## src/rtl/permute_emitter_pkg.sv

```systemverilog
// Shared types and constants for the permute emitter slice.
//   N_SLOTS    : number of map/source/output slots (4)
//   item_t     : one 2-bit source/output item
//   slot_idx_t : 2-bit slot index
//   state_t    : emitter FSM state encoding
package shapez_pkg;

    localparam int N_SLOTS = 4;

    typedef logic [1:0] item_t;
    typedef logic [1:0] slot_idx_t;

    typedef enum logic [1:0] {
        IDLE  = 2'd0,
        CHECK = 2'd1,
        EMIT  = 2'd2,
        ERR   = 2'd3
    } state_t;

endpackage

```

## src/rtl/permute_emitter_if.sv

```systemverilog
// Handshake bundle between upstream (map+source set), the emitter, and
// downstream (item stream).
//   master : the environment side; offers sets and consumes items
//   slave  : the emitter side
// Signals:
//   in_valid/in_ready             set handshake
//   mode                          0 = gather, 1 = scatter
//   map0..map3, src0..src3        slot map and source items
//   out_valid/out_ready           item handshake
//   out_data, out_idx, out_last   emitted item, slot number, final-slot flag
interface permute_emitter_if;
    import shapez_pkg::*;

    logic      in_valid;
    logic      in_ready;
    logic      mode;
    slot_idx_t map0, map1, map2, map3;
    item_t     src0, src1, src2, src3;
    logic      out_valid;
    logic      out_ready;
    item_t     out_data;
    slot_idx_t out_idx;
    logic      out_last;

    modport master (
        output in_valid, mode, map0, map1, map2, map3,
               src0, src1, src2, src3, out_ready,
        input  in_ready, out_valid, out_data, out_idx, out_last
    );

    modport slave (
        input  in_valid, mode, map0, map1, map2, map3,
               src0, src1, src2, src3, out_ready,
        output in_ready, out_valid, out_data, out_idx, out_last
    );

endinterface

```

## src/rtl/permute_emitter_perm_check.sv

```systemverilog
// Combinational map analysis.
//   map0..map3   : slot index map
//   is_bijection : all four entries pairwise distinct
//   inv_map0..3  : inv_map[v] = j where map[j] == v (meaningful only when
//                  is_bijection is high; unmatched values read 0)
module perm_check
    import shapez_pkg::*;
(
    input  slot_idx_t map0,
    input  slot_idx_t map1,
    input  slot_idx_t map2,
    input  slot_idx_t map3,
    output logic      is_bijection,
    output slot_idx_t inv_map0,
    output slot_idx_t inv_map1,
    output slot_idx_t inv_map2,
    output slot_idx_t inv_map3
);

    slot_idx_t m   [N_SLOTS];
    slot_idx_t inv [N_SLOTS];

    always_comb begin
        m[0] = map0;
        m[1] = map1;
        m[2] = map2;
        m[3] = map3;

        is_bijection = (m[0] != m[1]) && (m[0] != m[2]) && (m[0] != m[3]) &&
                       (m[1] != m[2]) && (m[1] != m[3]) && (m[2] != m[3]);

        for (int v = 0; v < N_SLOTS; v++) begin
            inv[v] = '0;
            for (int j = 0; j < N_SLOTS; j++) begin
                if (m[j] == slot_idx_t'(v)) begin
                    inv[v] = slot_idx_t'(j);
                end
            end
        end
    end

    assign inv_map0 = inv[0];
    assign inv_map1 = inv[1];
    assign inv_map2 = inv[2];
    assign inv_map3 = inv[3];

endmodule

```

## src/rtl/permute_emitter.sv

```systemverilog
// Permute emitter: accepts a 4-entry slot map plus 4 source items, checks
// the map is a permutation, then emits the 4 permuted items one per
// handshake. Gather: item(k) = src[map[k]]. Scatter: item(k) = src[j]
// with map[j] == k, using the inverse map computed during CHECK.
// A non-permutation map produces a one-cycle err pulse and bumps a
// saturating error counter instead of emitting.
// Ports:
//   clk, rst_n : clock, asynchronous active-low reset
//   bus        : permute_emitter_if.slave (set in, item stream out)
//   err        : one-cycle pulse per rejected set
//   err_cnt    : saturating count of rejected sets
//
// state | meaning
// ------+-------------------------------------------------------------
// IDLE  | waiting for a set (in_ready high once out of reset)
// CHECK | one cycle: test bijection, register inverse map, clear k
// EMIT  | drive item k; advance on out_ready, leave after slot 3
// ERR   | one cycle: err pulse, then back to IDLE
module permute_emitter
    import shapez_pkg::*;
#(
    parameter int ERR_CNT_W = 8
) (
    input  logic                 clk,
    input  logic                 rst_n,
    permute_emitter_if.slave     bus,
    output logic                 err,
    output logic [ERR_CNT_W-1:0] err_cnt
);

    state_t    state, state_nx;
    slot_idx_t k;
    logic      mode_r;
    slot_idx_t map_r [N_SLOTS];
    item_t     src_r [N_SLOTS];
    slot_idx_t inv_r [N_SLOTS];
    // Holds in_ready low while in reset and until the first edge after it.
    logic      armed;

    logic      is_bij;
    slot_idx_t inv_c0, inv_c1, inv_c2, inv_c3;
    logic      accept;

    perm_check u_perm_check (
        .map0         (map_r[0]),
        .map1         (map_r[1]),
        .map2         (map_r[2]),
        .map3         (map_r[3]),
        .is_bijection (is_bij),
        .inv_map0     (inv_c0),
        .inv_map1     (inv_c1),
        .inv_map2     (inv_c2),
        .inv_map3     (inv_c3)
    );

    assign accept = bus.in_valid && bus.in_ready;

    always_ff @(posedge clk or negedge rst_n) begin
        if (!rst_n) begin
            state <= IDLE;
        end else begin
            state <= state_nx;
        end
    end

    always_comb begin
        state_nx      = state;
        bus.in_ready  = 1'b0;
        bus.out_valid = 1'b0;
        err           = 1'b0;
        case (state)
            IDLE: begin
                bus.in_ready = armed;
                if (bus.in_valid && armed) begin
                    state_nx = CHECK;
                end
            end
            CHECK: begin
                state_nx = is_bij ? EMIT : ERR;
            end
            EMIT: begin
                bus.out_valid = 1'b1;
                if (bus.out_ready && (k == slot_idx_t'(N_SLOTS - 1))) begin
                    state_nx = IDLE;
                end
            end
            ERR: begin
                err      = 1'b1;
                state_nx = IDLE;
            end
            default: state_nx = IDLE;
        endcase
    end

    // Item outputs are forced to zero outside EMIT.
    always_comb begin
        bus.out_data = '0;
        bus.out_idx  = '0;
        bus.out_last = 1'b0;
        if (state == EMIT) begin
            bus.out_idx  = k;
            bus.out_last = (k == slot_idx_t'(N_SLOTS - 1));
            bus.out_data = mode_r ? src_r[inv_r[k]] : src_r[map_r[k]];
        end
    end

    always_ff @(posedge clk or negedge rst_n) begin
        if (!rst_n) begin
            armed   <= 1'b0;
            k       <= '0;
            mode_r  <= 1'b0;
            err_cnt <= '0;
            for (int i = 0; i < N_SLOTS; i++) begin
                map_r[i] <= '0;
                src_r[i] <= '0;
                inv_r[i] <= '0;
            end
        end else begin
            armed <= 1'b1;
            if (accept) begin
                mode_r   <= bus.mode;
                map_r[0] <= bus.map0;
                map_r[1] <= bus.map1;
                map_r[2] <= bus.map2;
                map_r[3] <= bus.map3;
                src_r[0] <= bus.src0;
                src_r[1] <= bus.src1;
                src_r[2] <= bus.src2;
                src_r[3] <= bus.src3;
            end
            if (state == CHECK) begin
                k        <= '0;
                inv_r[0] <= inv_c0;
                inv_r[1] <= inv_c1;
                inv_r[2] <= inv_c2;
                inv_r[3] <= inv_c3;
                if (!is_bij && (err_cnt != {ERR_CNT_W{1'b1}})) begin
                    err_cnt <= err_cnt + ERR_CNT_W'(1);
                end
            end
            if ((state == EMIT) && bus.out_ready) begin
                k <= k + slot_idx_t'(1);
            end
        end
    end

endmodule
```

## src/flat_wrapper.sv

```systemverilog
// flat-port wrapper written by rule: the top's interface ports become plain ports
module permute_emitter_flat import shapez_pkg::*;
#(
    parameter int ERR_CNT_W = 8
)
  (clk, rst_n, err, err_cnt, bus_in_valid, bus_mode, bus_map0, bus_map1, bus_map2, bus_map3, bus_src0, bus_src1, bus_src2, bus_src3, bus_out_ready, bus_in_ready, bus_out_valid, bus_out_data, bus_out_idx, bus_out_last);
  permute_emitter_if bus_i ();
  input  logic clk;
  input  logic rst_n;
  output logic err;
  output logic [ERR_CNT_W-1:0] err_cnt;
  input wire logic [$bits(bus_i.in_valid)-1:0] bus_in_valid;
  input wire logic [$bits(bus_i.mode)-1:0] bus_mode;
  input wire logic [$bits(bus_i.map0)-1:0] bus_map0;
  input wire logic [$bits(bus_i.map1)-1:0] bus_map1;
  input wire logic [$bits(bus_i.map2)-1:0] bus_map2;
  input wire logic [$bits(bus_i.map3)-1:0] bus_map3;
  input wire logic [$bits(bus_i.src0)-1:0] bus_src0;
  input wire logic [$bits(bus_i.src1)-1:0] bus_src1;
  input wire logic [$bits(bus_i.src2)-1:0] bus_src2;
  input wire logic [$bits(bus_i.src3)-1:0] bus_src3;
  input wire logic [$bits(bus_i.out_ready)-1:0] bus_out_ready;
  output wire logic [$bits(bus_i.in_ready)-1:0] bus_in_ready;
  output wire logic [$bits(bus_i.out_valid)-1:0] bus_out_valid;
  output wire logic [$bits(bus_i.out_data)-1:0] bus_out_data;
  output wire logic [$bits(bus_i.out_idx)-1:0] bus_out_idx;
  output wire logic [$bits(bus_i.out_last)-1:0] bus_out_last;
  assign bus_i.in_valid = bus_in_valid;
  assign bus_i.mode = bus_mode;
  assign bus_i.map0 = bus_map0;
  assign bus_i.map1 = bus_map1;
  assign bus_i.map2 = bus_map2;
  assign bus_i.map3 = bus_map3;
  assign bus_i.src0 = bus_src0;
  assign bus_i.src1 = bus_src1;
  assign bus_i.src2 = bus_src2;
  assign bus_i.src3 = bus_src3;
  assign bus_i.out_ready = bus_out_ready;
  assign bus_in_ready = bus_i.in_ready;
  assign bus_out_valid = bus_i.out_valid;
  assign bus_out_data = bus_i.out_data;
  assign bus_out_idx = bus_i.out_idx;
  assign bus_out_last = bus_i.out_last;
  permute_emitter #(.ERR_CNT_W(ERR_CNT_W)) u_core (.clk(clk), .rst_n(rst_n), .bus(bus_i), .err(err), .err_cnt(err_cnt));
endmodule
```

## config.mk

```make
export PLATFORM = sky130hd
export DESIGN_NAME = permute_emitter_flat
export DESIGN_NICKNAME = d
export VERILOG_FILES = /design/src/rtl/permute_emitter_pkg.sv /design/src/rtl/permute_emitter_if.sv /design/src/rtl/permute_emitter_perm_check.sv /design/src/rtl/permute_emitter.sv /design/src/flat_wrapper.sv
export SDC_FILE = /design/constraint.sdc
export NUM_CORES = 1
export LEC_CHECK = 0
export ABC_AREA = 1
export CORE_MARGIN = 1
export CORE_UTILIZATION = 40
export DETAILED_ROUTE_END_ITERATION = 8
export HOLD_SLACK_MARGIN = 0.02
export SLEW_MARGIN = 20
export SYNTH_ARGS = -nofsm -noshare
export SYNTH_HDL_FRONTEND = slang
export SYNTH_SLANG_ARGS = --single-unit
```

## constraint.sdc

```tcl
create_clock -name clk -period 1.98 [get_ports clk]
set_input_delay 0.297 -clock clk [delete_from_list [all_inputs] [get_ports clk]]
set_output_delay 0.297 -clock clk [all_outputs]
set_load 0.02 [all_outputs]
```

==> flow_metrics.tcl, run 1 <==
set metrics [dict create \
    crit_type "register to output port" \
    critPathCapture "bus_out_data[0]" \
    tns_ns -0.0141 \
    synth_top_area_share_pct 43.1 \
    top_fanout_value_on_the_critical_path 7 \
    final_antenna_net_count 0 \
    detail_route.iter0.violations 91 \
    register_bit_count_reported_by_yosys 38 \
    grtUsageTotal_pct 19.4 \
    worst_clock_skew_ns 0.00505 \
    final_min_period_over_clock_period_pct 101 \
    htree_num_levels 2 \
    worst_r2r_path_depth 5 \
    finalInstanceArea_um2 3010 \
    cts.clk_slew.worst_paths_ns 0.08 \
    clkLatencyLatePin_ns 0.29 \
    max_clock_freq_mhz 501 \
    violations "setup timing" \
    post-synth-top-count-cell "nand2_1" \
    main_flop_type_after_synthesis "dfrtp_1" \
    report.final.slew_viol_count 0 \
    setup_slack_ns -0.0141 \
    async_set_or_reset_register_ratio_after_synthesis_pct 100 \
    holdCritPathClass "primary input to asynchronous set/reset pin" \
    io_buffer_count 36 \
    cts_root_buf "clkbuf_8" \
    cts_inserted_buffers 5 \
    gp_congestion 0.833 \
    rows 26 \
    boundaryPins 37 \
    drt-vias-per-instance 4.97 \
    worst_ep_arrival_time_ns 1.70 \
    grt_start_max_net_pins 39 \
    report.final.hold_viol_count 0 \
    max_rail_drop_vdd_v 0.000718 \
    grt_first_pass_wirelength_um 9000 \
    drtPass1Iterations 4 \
    r2r_slack_ns 0.37 \
    crit_path_end_kind "output port" \
    synth-edff-count 0 \
    yosysWarnings 0 \
    cell_area_after_synthesis_um2 2210 \
    cts.path.max_buffers 2 \
    cts_tree "yes" \
    worst-endpoint-required_ns 1.68 \
    via_count 2171 \
    max_cap_viol_count 0 \
    antenna_cell_count 0 \
    power_mw 4.87 \
    detailedPlacementHpwl_um 3820 \
    area.growth.synth_to_final_pct 36.6 \
    synth.yosys.seq_area_share_pct 43.1 \
    rsz0062_at_grt "true" \
    grt_pass1_vias 1962 \
    total_detailed_routing_wirelength_um 5380 \
    fin_hold_ws_ns 0.0447 \
    netlist_top_cells_area "dfrtp_1 43%, nand2_1 17%, nor2_1 7.3%" \
    synth_cells 309 \
    yosys.cell_types.count 26 \
    critical_path.startpoint "u_core.k[0]" \
    avgRoutedWirePerCell_um 12.3 \
    drt_drc_violations_left 0 \
    layout.nets 389 \
    syn_avg_cell_area_um2 7.14 \
    reg2reg_from "u_core.state[0]" \
    final_layout_size_suffix_gt1_share_pct 21.8 \
    die-height_um 76.3 \
    floorplan.initialDensity_pct 42.4 \
    syn-num-nets 332 \
    fp.dieArea_um2 5820 \
    design.core.area_um2 5200 \
    setup.worst_path.start_class "register" \
    status "finished, violations left" \
    antenna_found_initial 0 \
    yosys-top-cells-count "100 x nand2_1, 43 x nor2_1, 38 x dfrtp_1" \
    dieWidth_um 76.3 \
    clock_sink_total 38 \
    regToRegEndpoint "u_core.map_r[5]" \
    synth_top_cell_by_area "dfrtp_1" \
    finalSetupViolations 1 \
    placement.cell_area_um2 2750 \
    grt_overflow 0 \
    power.leakage_nw 1.50 \
    cellPowerDensity_nw_per_um2 1620 \
    final_period_minus_worst_setup_slack_ns 1.99 \
]
[layer usage]
| metal | routed length [um] | share of wire, % | global-route usage [%] | vias to the layer above |
|---|---|---|---|---|
| met5 | 0 | 0 | 0 | - |
| met4 | 40 | 0.74 | 5.19 | 0 |
| met3 | 203 | 3.8 | 4.07 | 4 |
| met2 | 2460 | 46 | 30.5 | 46 |
| met1 | 2680 | 50 | 27.0 | 1016 |
| li1 | - | - | - | 1105 |
[kinds of logic (layout without fill, tap and decap cells)]
logic type	Yosys count	in the layout	share of synthesized area (%)
xor gates and xnor gates	5	5	1.99
adders and majority gates	2	2	1.13
muxes	2	2	1.02
other	1	1	0.170
AOI/OAI and AO/OA	30	30	7.03
buffers and inverters	38	96	7.15
and+or+nand+nor	193	193	38.4
DFF	38	38	43.1
[sequential cells by signal, summed over array words and instances, names as in the netlist]
register,flops
u_core.state,2
u_core.err_cnt,8
u_core.mode_r,1
u_core.inv_r,8
u_core.k,2
u_core.src_r,8
u_core.map_r,8
u_core.armed,1
[how the worst min path moves through the flow]
stage	start	endpoint	cells after the start
CTS	rst_n	u_core.src_r[1]	2
floorplan	rst_n	u_core.armed	0
global placement	rst_n	u_core.k[1]	2
global route	rst_n	u_core.src_r[1]	2
finish	rst_n	u_core.src_r[1]	2
detailed placement	rst_n	u_core.k[1]	2
[power by group]
part	switching (mW)	total (mW)	internal, mW	leakage, nW
Sequential	0.272	1.37	1.09	0.444
Clock	0.276	0.653	0.377	0.0524
Combinational	1.72	2.85	1.14	1.00
[critical path, stage by stage (launching register included)]
cell and delay [ns]:
dfrtp_2 0.46, buf_6 0.16, nand2_2 0.07, nand2_2 0.05, nand2_1 0.07, nand2_2 0.08, inv_2 0.07, nand3_2 0.06
nand3_2 0.06, nand2_1 0.05, nor2_1 0.12, buf_4 0.15
[timing repair]
action	CTS	global route
endpoints found under the hold margin	0	0
buffers inserted	1	1
cloned	0	1
pin swaps	0	19
setup endpoints to repair	7	2
hold buffers	0	0
gates resized for setup	20	41
[layout by cell type (no fill, tap or decap), types with 10 or more instances in the layout]
cell and instances:
a21oi_1 25, buf_4 21, clkdlybuf4s50_1 28, dfrtp_1 37, inv_1 22, nand2_1 87, nand2_2 12, nand3_1 17
nand4_1 10, nor2_1 38
[layout make-up]
cell class | count | area (um^2)
Sequential cell | 38 | 952
Multi-Input combinational cell | 233 | 1240
Clock buffer | 7 | 76.3
Timing Repair inverter | 1 | 7.51
Clock inverter | 1 | 30.0
Inverter | 30 | 115
Fill cell | 521 | 2190
Tap cell | 70 | 87.6
Timing Repair Buffer | 57 | 505
[through the flow]
| stage | setup WS [ns] | util, % | std cells |
|---|---|---|---|
| final | -0.0141 | 57.9 | 437 |
| after floorplan | 0.276 | - | 309 |
| after global placement | -0.158 | 52.8 | 426 |
| after CTS | 0.00591 | 55.0 | 435 |
| after detailed placement | -0.194 | 52.8 | 426 |
| after global routing | -0.148 | 57.9 | 437 |
Note: power is estimated with default switching activity, not from simulation.
==> run 2: changes to the inputs <==
Settings changed: RECOVER_POWER set to 50.
Clock period 1.98 ns to 2.6 ns, I/O delays scaled along.
==> run 2 against run 1 <==
The run ends with capacitance limit, slew limit left. Register-to-register slack improved by 0.47 ns. Clock power decreased by 35%. Combinational power is 39% lower. Via count fell by 6.3%. Wire length is 4.7% lower. Critical path type unchanged. Critical endpoint unchanged.
==> flow_metrics.tcl, run 2 (same netlist as run 1, synthesis figures left out) <==
set metrics [dict create \
    cts.path.max_buffers 2 \
    final_period_minus_worst_setup_slack_ns 2.40 \
    min_from "u_core.err_cnt[4]" \
    regToRegEndpoint "u_core.err_cnt[2]" \
    crit_path_end_kind "output port" \
    total_detailed_routing_wirelength_um 5130 \
    max_slew_headroom_pct -40.6 \
    reg2reg_from "u_core.map_r[1]" \
    rsz0062_at_grt "false" \
    final_layout_size_suffix_gt1_share_pct 8.76 \
    cts.clk_slew.worst_paths_ns 0.08 \
    grt_first_pass_wirelength_um 8910 \
    rows 26 \
    area.growth.synth_to_final_pct 24.5 \
    antenna_cell_count 0 \
    cts_root_buf "clkbuf_8" \
    holdCritPathClass "register to register" \
    layout.cells.most_common "nand2_1" \
    io_buffer_count 36 \
    worst_clock_skew_ns 0.0100 \
    util_after_layout_pct 52.8 \
    power.leakage_nw 1.38 \
    clock_sink_total 38 \
    r2r_slack_ns 0.84 \
    min_delay_path_depth 2 \
    post_cts_buffers 0 \
    detailedPlacementHpwl_um 3740 \
    die-height_um 76.3 \
    drt-vias-per-instance 4.80 \
    slew_at_the_pin_closest_to_its_max_slew_limit_ns 2.11 \
    grt_pass1_vias 1920 \
    floorplan.initialDensity_pct 42.4 \
    boundaryPins 37 \
    drt_drc_violations_left 0 \
    grt_overflow 0 \
    layout.nets 376 \
    cts_inserted_buffers 5 \
    design.core.area_um2 5200 \
    violations "capacitance limit, slew limit" \
    antenna_found_initial 0 \
    finalSetupViolations 0 \
    fp.dieArea_um2 5820 \
    layout.cells.most_common_list "101 x nand2_1, 44 x nor2_1, 37 x dfrtp_1" \
    max_rail_drop_vdd_v 0.000537 \
    worst-endpoint-required_ns 2.21 \
    cellPowerDensity_nw_per_um2 1170 \
    worst_ep_arrival_time_ns 2.01 \
    via_count 2035 \
    worstHoldEndpoint "u_core.err_cnt[4]" \
    grtUsageTotal_pct 19.2 \
    final_min_period_over_clock_period_pct 92.5 \
    setup_slack_ns 0.196 \
    crit_type "register to output port" \
    worst_r2r_path_depth 11 \
    dieWidth_um 76.3 \
    grt_start_max_net_pins 39 \
    status "finished, violations left" \
    fin_hold_ws_ns 0.528 \
    final_antenna_net_count 0 \
    top_fanout_value_on_the_critical_path 12 \
    avgRoutedWirePerCell_um 12.1 \
    cts_hold_repair.buffers 0 \
    detail_route.iter0.violations 139 \
    htree_num_levels 2 \
    clkLatencyLatePin_ns 0.29 \
    dp_slack_ns 0.166 \
    layout.filler_cells 520 \
    setup.worst_path.start_class "register" \
    max_cap_viol_count 1 \
    report.final.hold_viol_count 0 \
    report.final.slew_viol_count 39 \
    tns_ns 0 \
    max_clock_freq_mhz 416 \
    gp_congestion 0.837 \
    drtPass1Iterations 4 \
    cts_tree "yes" \
]
run 2: area by class of cell:
cell class	instances	area, um^2	area share (%)
flip-flops and latches	38	952	34.7
well taps	70	87.6	3.19
repair buffers	45	415	15.1
clock buffers	7	86.3	3.14
multi-input cells	233	1090	39.6
inverters	30	113	4.10
clock inverters	1	5.00	0.182
run 2: metal layers:
layer,vias up,global-route usage [%],wire length [um]
met4,0,6.73,78
li1,1074,-,-
met3,9,4.19,242
met2,41,29.7,2300
met5,-,0,0
met1,911,26.5,2510
run 2: how the worst max path moves through the flow:
| stage | cells after the start | slack [ns] | from | endpoint |
|---|---|---|---|---|
| 6_report | 10 | 0.20 | u_core.k[0] | bus_out_data[0] |
| 2_1_floorplan | 9 | 0.86 | u_core.k[0] | bus_out_data[0] |
| 4_1_cts | 10 | 0.17 | u_core.k[0] | bus_out_data[1] |
| 3_5_place_dp | 10 | 0.17 | u_core.k[0] | bus_out_data[1] |
| 5_1_grt | 10 | 0.02 | u_core.k[0] | bus_out_data[0] |
| 3_3_place_gp | 10 | 0.22 | u_core.k[0] | bus_out_data[0] |
run 2: stage by stage:
stage	instance area, um^2	std cells	power [mW]
global placement	2670	416	2.84
CTS	2760	424	3.28
finish	2750	424	3.22
floorplan	2210	309	2.29
global route	2750	424	3.54
detailed placement	2670	416	2.85
run 2: what timing repair did:
action | 4_1_cts | 5_1_grt
pin swaps | 0 | 0
cloned | 0 | 0
resized for setup | 3 | 2
endpoints found under the setup margin | 2 | 1
run 2: report_power, final:
group,switching (mW),leakage [nW],internal (mW)
registers,0.209,0.444,0.833
clock network,0.212,0.0482,0.214
logic,1.08,0.883,0.673
run 2: worst max-delay path, stage by stage (launching register included):
cell and delay, ns:
dfrtp_2 0.49, inv_2 0.15, nand2_1 0.07, nand3_1 0.16
nand2_1 0.14, nand2_1 0.08, nand3_1 0.06, nand3_1 0.08
nand2_1 0.05, nor2_1 0.09, dlygate4sd2_1 0.34
